==> src/rtl/waveform_clock_ctrl.sv <==
// Run/stop and glitch-free prescaler update controller for a two-channel waveform clock generator.
// Optional update timeout is enabled by defining WC_CTRL_TIMEOUT_EN.
module waveform_clock_ctrl #(
  parameter int unsigned PSC_W = 16,
  parameter int unsigned TMO_W = 20
) (
  input  logic             sys_clk_i,
  input  logic             sys_rst_i,
  input  logic             cfg_valid_i,
  output logic             cfg_ready_o,
  input  logic             cfg_ch_i,
  input  logic [PSC_W-1:0] cfg_psc_i,
  output logic             cfg_err_o,
  input  logic             start_i,
  input  logic             stop_i,
  input  logic             wc_clk_1_i,
  input  logic             wc_clk_2_i,
  output logic [PSC_W-1:0] wc_psc_1_o,
  output logic [PSC_W-1:0] wc_psc_2_o,
  output logic             wc_en_o,
  output logic             wc_rst_o,
  output logic             busy_o
);

  typedef enum logic [1:0] {IDLE, ALIGN, RUN} state_t;

  state_t           state, state_d;
  logic             ready_q, ready_d, err_d, en_d, wrst_d, busy_d;
  logic [PSC_W-1:0] psc1_d, psc2_d, shd1_q, shd1_d, shd2_q, shd2_d;
  logic             pend1_q, pend1_d, pend2_q, pend2_d;
  logic             clk1_q, clk2_q;
  logic             acc, legal, wr1, wr2, fall1, fall2, tmo1, tmo2, apply1, apply2;

  function automatic logic legal_psc(input logic [PSC_W-1:0] v);
    return !v[0] && (v >= PSC_W'(4));
  endfunction

  // Writes are refused on any cycle carrying a stop command.
  assign cfg_ready_o = ready_q & ~stop_i;

  assign acc    = cfg_valid_i & cfg_ready_o;
  assign legal  = legal_psc(cfg_psc_i);
  assign wr1    = acc & legal & ~cfg_ch_i;
  assign wr2    = acc & legal & cfg_ch_i;
  assign fall1  = clk1_q & ~wc_clk_1_i;
  assign fall2  = clk2_q & ~wc_clk_2_i;
  assign apply1 = pend1_q & (fall1 | tmo1);
  assign apply2 = pend2_q & (fall2 | tmo2);

`ifdef WC_CTRL_TIMEOUT_EN
  logic [TMO_W-1:0] cnt1_q, cnt2_q;

  assign tmo1 = pend1_q & ~fall1 & (cnt1_q == '1);
  assign tmo2 = pend2_q & ~fall2 & (cnt2_q == '1);

  // Timeout counters restart whenever a channel is reloaded or leaves pending.
  always_ff @(posedge sys_clk_i) begin
    if (!sys_rst_i) begin
      cnt1_q <= '0;
      cnt2_q <= '0;
    end else begin
      cnt1_q <= (!pend1_d || wr1 || apply1) ? '0 : cnt1_q + TMO_W'(1);
      cnt2_q <= (!pend2_d || wr2 || apply2) ? '0 : cnt2_q + TMO_W'(1);
    end
  end
`else
  logic [TMO_W-1:0] tmo_w_unused;
  assign tmo_w_unused = '0;
  assign tmo1 = 1'b0;
  assign tmo2 = 1'b0;
`endif

  always_ff @(posedge sys_clk_i) begin
    if (!sys_rst_i) state <= IDLE;
    else            state <= state_d;
  end

  always_comb begin
    state_d = state;
    en_d    = 1'b0;
    wrst_d  = 1'b1;
    err_d   = acc & ~legal;
    psc1_d  = wc_psc_1_o;
    psc2_d  = wc_psc_2_o;
    shd1_d  = shd1_q;
    shd2_d  = shd2_q;
    pend1_d = pend1_q;
    pend2_d = pend2_q;
    case (state)
      IDLE: begin
        if (wr1) psc1_d = cfg_psc_i;
        if (wr2) psc2_d = cfg_psc_i;
        if (start_i && !stop_i) begin
          if (legal_psc(wc_psc_1_o) && legal_psc(wc_psc_2_o)) begin
            state_d = ALIGN;
            wrst_d  = 1'b0;
          end else begin
            err_d = 1'b1;
          end
        end
      end
      ALIGN: begin
        if (stop_i) begin
          state_d = IDLE;
          wrst_d  = 1'b0;
        end else begin
          state_d = RUN;
          en_d    = 1'b1;
        end
      end
      RUN: begin
        if (stop_i) begin
          state_d = IDLE;
          wrst_d  = 1'b0;
          pend1_d = 1'b0;
          pend2_d = 1'b0;
        end else begin
          en_d = 1'b1;
          // Apply the old shadow first; a same-cycle write then re-arms the channel.
          if (apply1) begin
            psc1_d  = shd1_q;
            pend1_d = 1'b0;
          end
          if (apply2) begin
            psc2_d  = shd2_q;
            pend2_d = 1'b0;
          end
          if (wr1) begin
            shd1_d  = cfg_psc_i;
            pend1_d = 1'b1;
          end
          if (wr2) begin
            shd2_d  = cfg_psc_i;
            pend2_d = 1'b1;
          end
          if (tmo1 || tmo2) begin
            wrst_d = 1'b0;
            err_d  = 1'b1;
          end
        end
      end
      default: state_d = IDLE;
    endcase
    ready_d = (state_d == IDLE) || (state_d == RUN);
    busy_d  = pend1_d | pend2_d;
  end

  always_ff @(posedge sys_clk_i) begin
    if (!sys_rst_i) begin
      ready_q    <= 1'b0;
      cfg_err_o  <= 1'b0;
      wc_en_o    <= 1'b0;
      wc_rst_o   <= 1'b0;
      busy_o     <= 1'b0;
      wc_psc_1_o <= '0;
      wc_psc_2_o <= '0;
      shd1_q     <= '0;
      shd2_q     <= '0;
      pend1_q    <= 1'b0;
      pend2_q    <= 1'b0;
      clk1_q     <= 1'b0;
      clk2_q     <= 1'b0;
    end else begin
      ready_q    <= ready_d;
      cfg_err_o  <= err_d;
      wc_en_o    <= en_d;
      wc_rst_o   <= wrst_d;
      busy_o     <= busy_d;
      wc_psc_1_o <= psc1_d;
      wc_psc_2_o <= psc2_d;
      shd1_q     <= shd1_d;
      shd2_q     <= shd2_d;
      pend1_q    <= pend1_d;
      pend2_q    <= pend2_d;
      clk1_q     <= wc_clk_1_i;
      clk2_q     <= wc_clk_2_i;
    end
  end

endmodule

==> config.mk <==
export PLATFORM = sky130hd
export DESIGN_NAME = waveform_clock_ctrl
export DESIGN_NICKNAME = d
export VERILOG_FILES = /design/src/rtl/waveform_clock_ctrl.sv
export SDC_FILE = /design/constraint.sdc
export NUM_CORES = 1
export LEC_CHECK = 0
export BUFFER_PORTS_ARGS = -buffer_cell sky130_fd_sc_hd__buf_2
export CORE_UTILIZATION = 45
export DETAILED_ROUTE_END_ITERATION = 7
export PLACE_DENSITY = 0.75
export SLEW_MARGIN = 20
export SYNTH_ARGS = -nofsm -noshare
export SYNTH_HDL_FRONTEND = slang
export SYNTH_SLANG_ARGS = --single-unit
==> constraint.sdc <==
create_clock -name sys_clk_i -period 4.2 [get_ports sys_clk_i]
set_clock_uncertainty 0.1 [all_clocks]
set_input_delay 0.21 -clock sys_clk_i [delete_from_list [all_inputs] [get_ports sys_clk_i]]
set_output_delay 0.21 -clock sys_clk_i [all_outputs]
set_load 0.03 [all_outputs]
==> results of run 1 <==
routing by layer:
metal  track usage [%]  share of wire [%]
met3             3.434                4.3
met5                 0                  0
met2             34.47                 48
met1             29.56                 46
met4             10.32                1.6
registers in the layout (all words and copies together) (netlist names):
| signal | count |
|---|---|
| pend2_q | 1 |
| shd1_q | 16 |
| state | 2 |
| wc_en_o | 1 |
| busy_o | 1 |
| clk2_q | 1 |
| ready_q | 1 |
| cfg_err_o | 1 |
| wc_psc_1_o | 16 |
| wc_rst_o | 1 |
| clk1_q | 1 |
| wc_psc_2_o | 16 |
| shd2_q | 16 |
| pend1_q | 1 |
cells in the final DEF, fill, tap and decap left out, types with 3 or more instances in the layout:
master     n
nand4_1    4
nand3_1   31
nor2_1     6
and2_1    35
buf_4      4
nor4_4     3
nand2_1   36
mux2i_1   32
ha_1       4
clkbuf_8   9
o21ai_0   66
nor4_1     6
nor2b_1   20
dfxtp_1   75
buf_2     60
a21oi_1   34
and3_1     4
inv_1      4
metrics by stage:
step / hold WS [ns] / utilization, % / total power, mW / std cells
CTS: 0.02567 / 53.55 / 1.526 / 566
detailed placement: 0.3171 / 50.47 / 0.9293 / 548
global route: 0.04448 / 53.55 / 1.577 / 566
global placement: 0.3151 / 50.47 / 0.9260 / 548
finish: 0.03061 / 53.55 / 1.521 / 566
floorplan: 0.2317 / - / 0.8685 / 413
cells by family after synthesis:
family	Yosys count	synth area share, %
buf+inv	37	4.700
compound gates	113	18.63
fa+ha+maj	4	1.403
simple gates	152	24.20
mux	32	8.979
flops	75	42.09
worst paths after layout:
kind / startpoint / end / slack (ns)
hold / removal: cfg_psc_i[1] / shd2_q[1] / 0.03
setup / recovery: state[0] / wc_psc_2_o[4] / 1.92
setup reg to reg: state[0] / wc_psc_2_o[4] / 1.92
hold reg to reg: shd1_q[0] / shd1_q[0] / 0.33
power by group through the flow:
stage / Clock [mW] / Sequential [mW] / Combinational, mW
2_1_floorplan: 0 / 0.775 / 0.0938
3_3_place_gp: 0 / 0.752 / 0.174
3_5_place_dp: 0 / 0.753 / 0.177
4_1_cts: 0.611 / 0.736 / 0.178
5_1_grt: 0.646 / 0.738 / 0.193
6_report: 0.607 / 0.736 / 0.178
worst max-delay path: stages, from the launching register on:
cell	delay (ns)
dfxtp_1	0.36
inv_1	0.10
ha_1	0.17
buf_4	0.37
nor2_1	0.20
o221ai_4	0.64
mux2i_1	0.27
repair_timing:
item	in CTS	in global routing
endpoints found under the hold margin	2	0
hold buffers	2	0
gates resized for setup	0	0
area by class of cell:
cell class | instances | area (sq um) | area share [%]
Inverter | 6 | 22.52 | 0.5471
Tap cell | 102 | 127.6 | 3.100
Clock inverter | 6 | 88.84 | 2.158
Clock buffer | 10 | 127.6 | 3.100
Multi-Input combinational cell | 301 | 1898 | 46.11
Timing Repair Buffer | 66 | 350.3 | 8.511
Sequential cell | 75 | 1501 | 36.47
==> results.toml, run 1 <==
[status]
status = "finished clean"

[global_routing]
grt_pass1_wl_um = 14520
grtUsageTotal_pct = 21.98
grt_max_degree = 75
antenna_found_initial = 0
overflow = 0
first_global_vias = 2950

[placement]
port_buffers = 60
dpl.hpwl_um = 6113
placed_area_sq_mm = 0.003880
globalplace.congestion = 0.7959
dp_slack_ns = 1.931

[timing]
finalHoldViolCount = 0
timing.slew.headroom_pct = 43.27
post-route-period-util_pct = 54.36
slew_viol_final = 0
finalSetupTns_ns = 0
max_freq_mhz = 438.0
tightest_slew_ns = 0.8509
setup_viol_count_final = 0
finalWorstSetupSlack_ns = 1.917
rsz0062_at_grt = "false"
layout_min_cycle_time_ns = 2.283

[final_layout]
drive_gt1_share_pct = 18.53
area_growth_syn_to_layout_pct = 15.40
nets = 487
n_antenna_cell = 0
stdcell_area_sq_mm = 0.004116
num-fill-cells = 731

[pwr]
power.density_mw_per_mm2 = 369.6
power_leakage_nw = 1.775
intPower_mw = 1.119
p_switching_mw = 0.4027
vdd_ir_drop_max_v = 0.0001718
seq_power_share_pct = 48.4
comb_power_share_pct = 11.7
swShare_pct = 26.47
p_clk_share_pct = 39.9

[die]
initial_utilization_pct = 46.40
die_y_um = 91.04
io_pins = 61
core_area_sq_mm = 0.007687
die_w_um = 91.04
rows = 32
die_area_sq_mm = 0.008287

[setup_path]
endpoint_kind = "flop"
critPathMaxFanout = 53
arrival_ns = 2.45
start_kind = "flop"
critPathRequiredTime_ns = 4.37
r2r_cells = 6
timing_worst_setup_path_type = "reg -> reg"

[clock_network]
cts_tree = "done"
clock-sinks = 75
cts_made_buffers = 9
clk_pin_slew_worst_paths_ns = 0.08
postCtsSetupBuffers = 0
worstSkewPairLatency_ns = 0.36
clock_path_buffers = 2
htreeDepth = 3
cts-root-buf = "clkbuf_8"

[worst_hold_path]
hp-class = "in -> reg"
whs_path_depth = 3

[synth]
synth_common_cells = "dfxtp_1, o21ai_0, nand2_1"
synth_top_cell_by_area = "dfxtp_1"
synth_ff_type = "dfxtp_1"
yosysSeqAreaShare_pct = 42.09
synthCells = 413
yosys.cell_types.count = 36
yosysWarnings = 0
synth-edff-count = 0
syn_nets = 441
synth_top_cell_area_share_pct = 42.09
synth_most_common_cell = "dfxtp_1"
async_flop_share_pct = 0
ys_top_cells_by_area = "dfxtp_1, o21ai_0, mux2i_1"
yosys_register_bits = 75
syn_avg_cell_area_sq_um = 8.637
syn-cell-area_sq_mm = 0.003567

[flow_run]
maxCapViolCount = 0

[drt]
drc = 0
drt_iter0_markers = 202
firstDrtPassIters = 5
wl_per_cell_um = 15.61
wirelength_um = 8838
viasPerCell = 5.576
drtAntennaViolNets = 0
num_vias = 3156
No activity file was read; power rests on OpenSTA's default activity.
==> run 2, diff against run 1 <==
--- a/config.mk
+++ b/config.mk
@@ -5,6 +5,7 @@
 export SDC_FILE = /design/constraint.sdc
 export NUM_CORES = 1
 export LEC_CHECK = 0
+export ABC_AREA = 1
 export BUFFER_PORTS_ARGS = -buffer_cell sky130_fd_sc_hd__buf_2
 export CORE_UTILIZATION = 45
 export DETAILED_ROUTE_END_ITERATION = 7
==> constraint.sdc (replaced) <==
create_clock -name sys_clk_i -period 2.25 [get_ports sys_clk_i]
set_clock_uncertainty 0.1 [all_clocks]
set_input_delay 0.1125 -clock sys_clk_i [delete_from_list [all_inputs] [get_ports sys_clk_i]]
set_output_delay 0.1125 -clock sys_clk_i [all_outputs]
set_load 0.03 [all_outputs]
==> run 2 against run 1 <==
Total power rose to 3.5 times the previous value. Sequential cell count unchanged. Core utilization grew 1.5 points. Largest power group is now combinational logic. Global-route usage increased by 0.76 points. Clock power grew 70%. Final area increased by 2.9%. Synthesized area fell by 0.25%. Combinational power rose to 14 times the previous value. Register-to-register slack worse by 1.6 ns. Critical path type is now in -> reg. Non-clock buffer count increased by 20.
==> results.toml, run 2 <==
[placement]
port_buffers = 60
placedCellCount = 637
dpl.hpwl_um = 5972
globalplace.congestion = 0.9367

[die]
die_area_sq_mm = 0.008267
rows = 32
initial_utilization_pct = 46.29
die_w_um = 90.93
io_pins = 61
core_area_sq_mm = 0.007687
die_y_um = 90.93

[final_layout]
n_antenna_cell = 0
layout_common_cells = "nor2_1, dfxtp_1, a21oi_1, buf_2, nand2_1"
final_common_cell = "nor2_1"
register_area_sq_mm = 0.001501
nets = 591
num-fill-cells = 756
layout.cells.non_filler = 670
multiInputGateArea_sq_mm = 0.001724
post-route-util_pct = 55.08
drive_gt1_share_pct = 17.78
area_growth_syn_to_layout_pct = 18.99

[setup_path]
start_kind = "input port"
critPathMaxFanout = 17
endpoint_kind = "flop"
r2r_cells = 7
r2r_start = "state[0]"
r2r-end = "busy_o"
critPathRequiredTime_ns = 2.37
arrival_ns = 2.11
reg2reg_slack_ns = 0.31
timing_worst_setup_path_type = "in -> reg"
crit_end = "busy_o"
worstSetupStartpoint = "cfg_psc_i[14]"

[clock_network]
cts_tree = "done"
htreeDepth = 3
clock-sinks = 75
worstSkewPairLatency_ns = 0.35
cts-root-buf = "clkbuf_8"
clk_pin_slew_worst_paths_ns = 0.07
cts_made_buffers = 9
ctsResizeCount = 0
clock_path_buffers = 2

[synth]
syn_nets = 526
synth-edff-count = 0
yosys.cell_types.count = 26
synth_ff_type = "dfxtp_1"
syn_avg_cell_area_sq_um = 7.145
synth_top_cell_by_area = "dfxtp_1"
ys_top_cells_by_area = "dfxtp_1, nor2_1, a21oi_1"
synth_top_cell_area_share_pct = 42.19
yosysSeqAreaShare_pct = 42.19
yosys_register_bits = 75
async_flop_share_pct = 0
synthCells = 498
synth_common_cells = "nor2_1, dfxtp_1, a21oi_1"
synth_most_common_cell = "nor2_1"
yosysWarnings = 0
syn-cell-area_sq_mm = 0.003558

[global_routing]
antenna_found_initial = 0
grtUsageTotal_pct = 22.74
overflow = 0
grt_max_degree = 53
first_global_vias = 3124
grt_pass1_wl_um = 14950

[pwr]
vdd_ir_drop_max_v = 0.0004164
power.density_mw_per_mm2 = 1267
power_leakage_nw = 1.959
power_mw = 5.366

[drt]
drc = 0
met3_length_um = 511
firstDrtPassIters = 5
drt_iter0_markers = 302
num_vias = 3499
wirelength_um = 8988
top_layer_used = "met4"
wl_per_cell_um = 13.41
viasPerCell = 5.222
wl_met1_um = 4091
drtAntennaViolNets = 0
wl_met2_um = 4229

[timing]
setup_viol_count_final = 0
post-route-period-util_pct = 88.24
finalHoldViolCount = 0
slew_viol_final = 0
rsz0062_at_grt = "false"
layout_min_cycle_time_ns = 1.986
timing.slew.headroom_pct = 61.98
tightest_slew_ns = 0.5682
finalSetupTns_ns = 0
max_freq_mhz = 503.7

[worst_hold_path]
hp-class = "in -> reg"

[status]
status = "finished clean"

[flow_run]
maxCapViolCount = 0
## run 2: metal layers
| metal | vias to the layer above | global-route usage, % |
|---|---|---|
| li1 | 1765 | - |
| met1 | 1591 | 30.06 |
| met2 | 127 | 36.81 |
| met3 | 16 | 3.956 |
| met4 | 0 | 8.995 |
| met5 | - | 0 |
## run 2: stage by stage
stage          worst slack [ns]  hold WS [ns]  cell area (sq um)
3_3_place_gp             0.3846        0.2122               3871
4_1_cts                  0.2897       0.05802               4234
3_5_place_dp             0.3153        0.2114               3871
2_1_floorplan            0.4625        0.1060               3558
5_1_grt                  0.1052       0.08686               4234
6_report                 0.2645       0.06018               4234
## run 2: final cells by class
cell class                      count  area share [%]
Sequential cell                    75           35.46
Tap cell                          102           3.014
Timing Repair Buffer               86           13.00
Clock inverter                      6           1.537
Inverter                           36           3.251
Clock buffer                       10           3.014
Multi-Input combinational cell    355           40.72
## run 2: worst min-delay path by stage
stage	start	end	cells after the start
floorplan	wc_clk_1_i	clk1_q	2
global placement	wc_clk_2_i	clk2_q	3
detailed placement	wc_clk_1_i	clk1_q	3
CTS	stop_i	wc_en_o	4
global route	stop_i	wc_en_o	4
finish	stop_i	wc_en_o	4
## run 2: power by group
group,total (mW),internal [mW],switching [mW]
clock network,1.03,0.515,0.512
registers,1.82,1.62,0.196
logic,2.52,0.779,1.75
## run 2: critical path, stage by stage
cell and delay [ns]:
dlygate4sd3_1 0.55, buf_2 0.15, nor2_1 0.12, nand3_1 0.08, nor2_1 0.15, nand2_2 0.12
nand4_4 0.09, buf_4 0.25, nor2_4 0.14, o21ai_0 0.24, nand2_1 0.09
## run 2: what timing repair did
action | CTS | global route
hold buffers | 17 | 0
endpoints found under the hold margin | 32 | 0
setup buffers | 0 | 0
## run 2: cells by family (layout without fill, tap and decap cells)
logic type	count (synthesis)	count (layout)	synth area share, %
AO/OA/AOI/OAI	108	108	16.56
adder cells (fa/ha/maj)	4	4	1.407
buffers and inverters	68	138	9.424
flip-flops	75	75	42.19
AND/OR/NAND/NOR	243	243	30.41
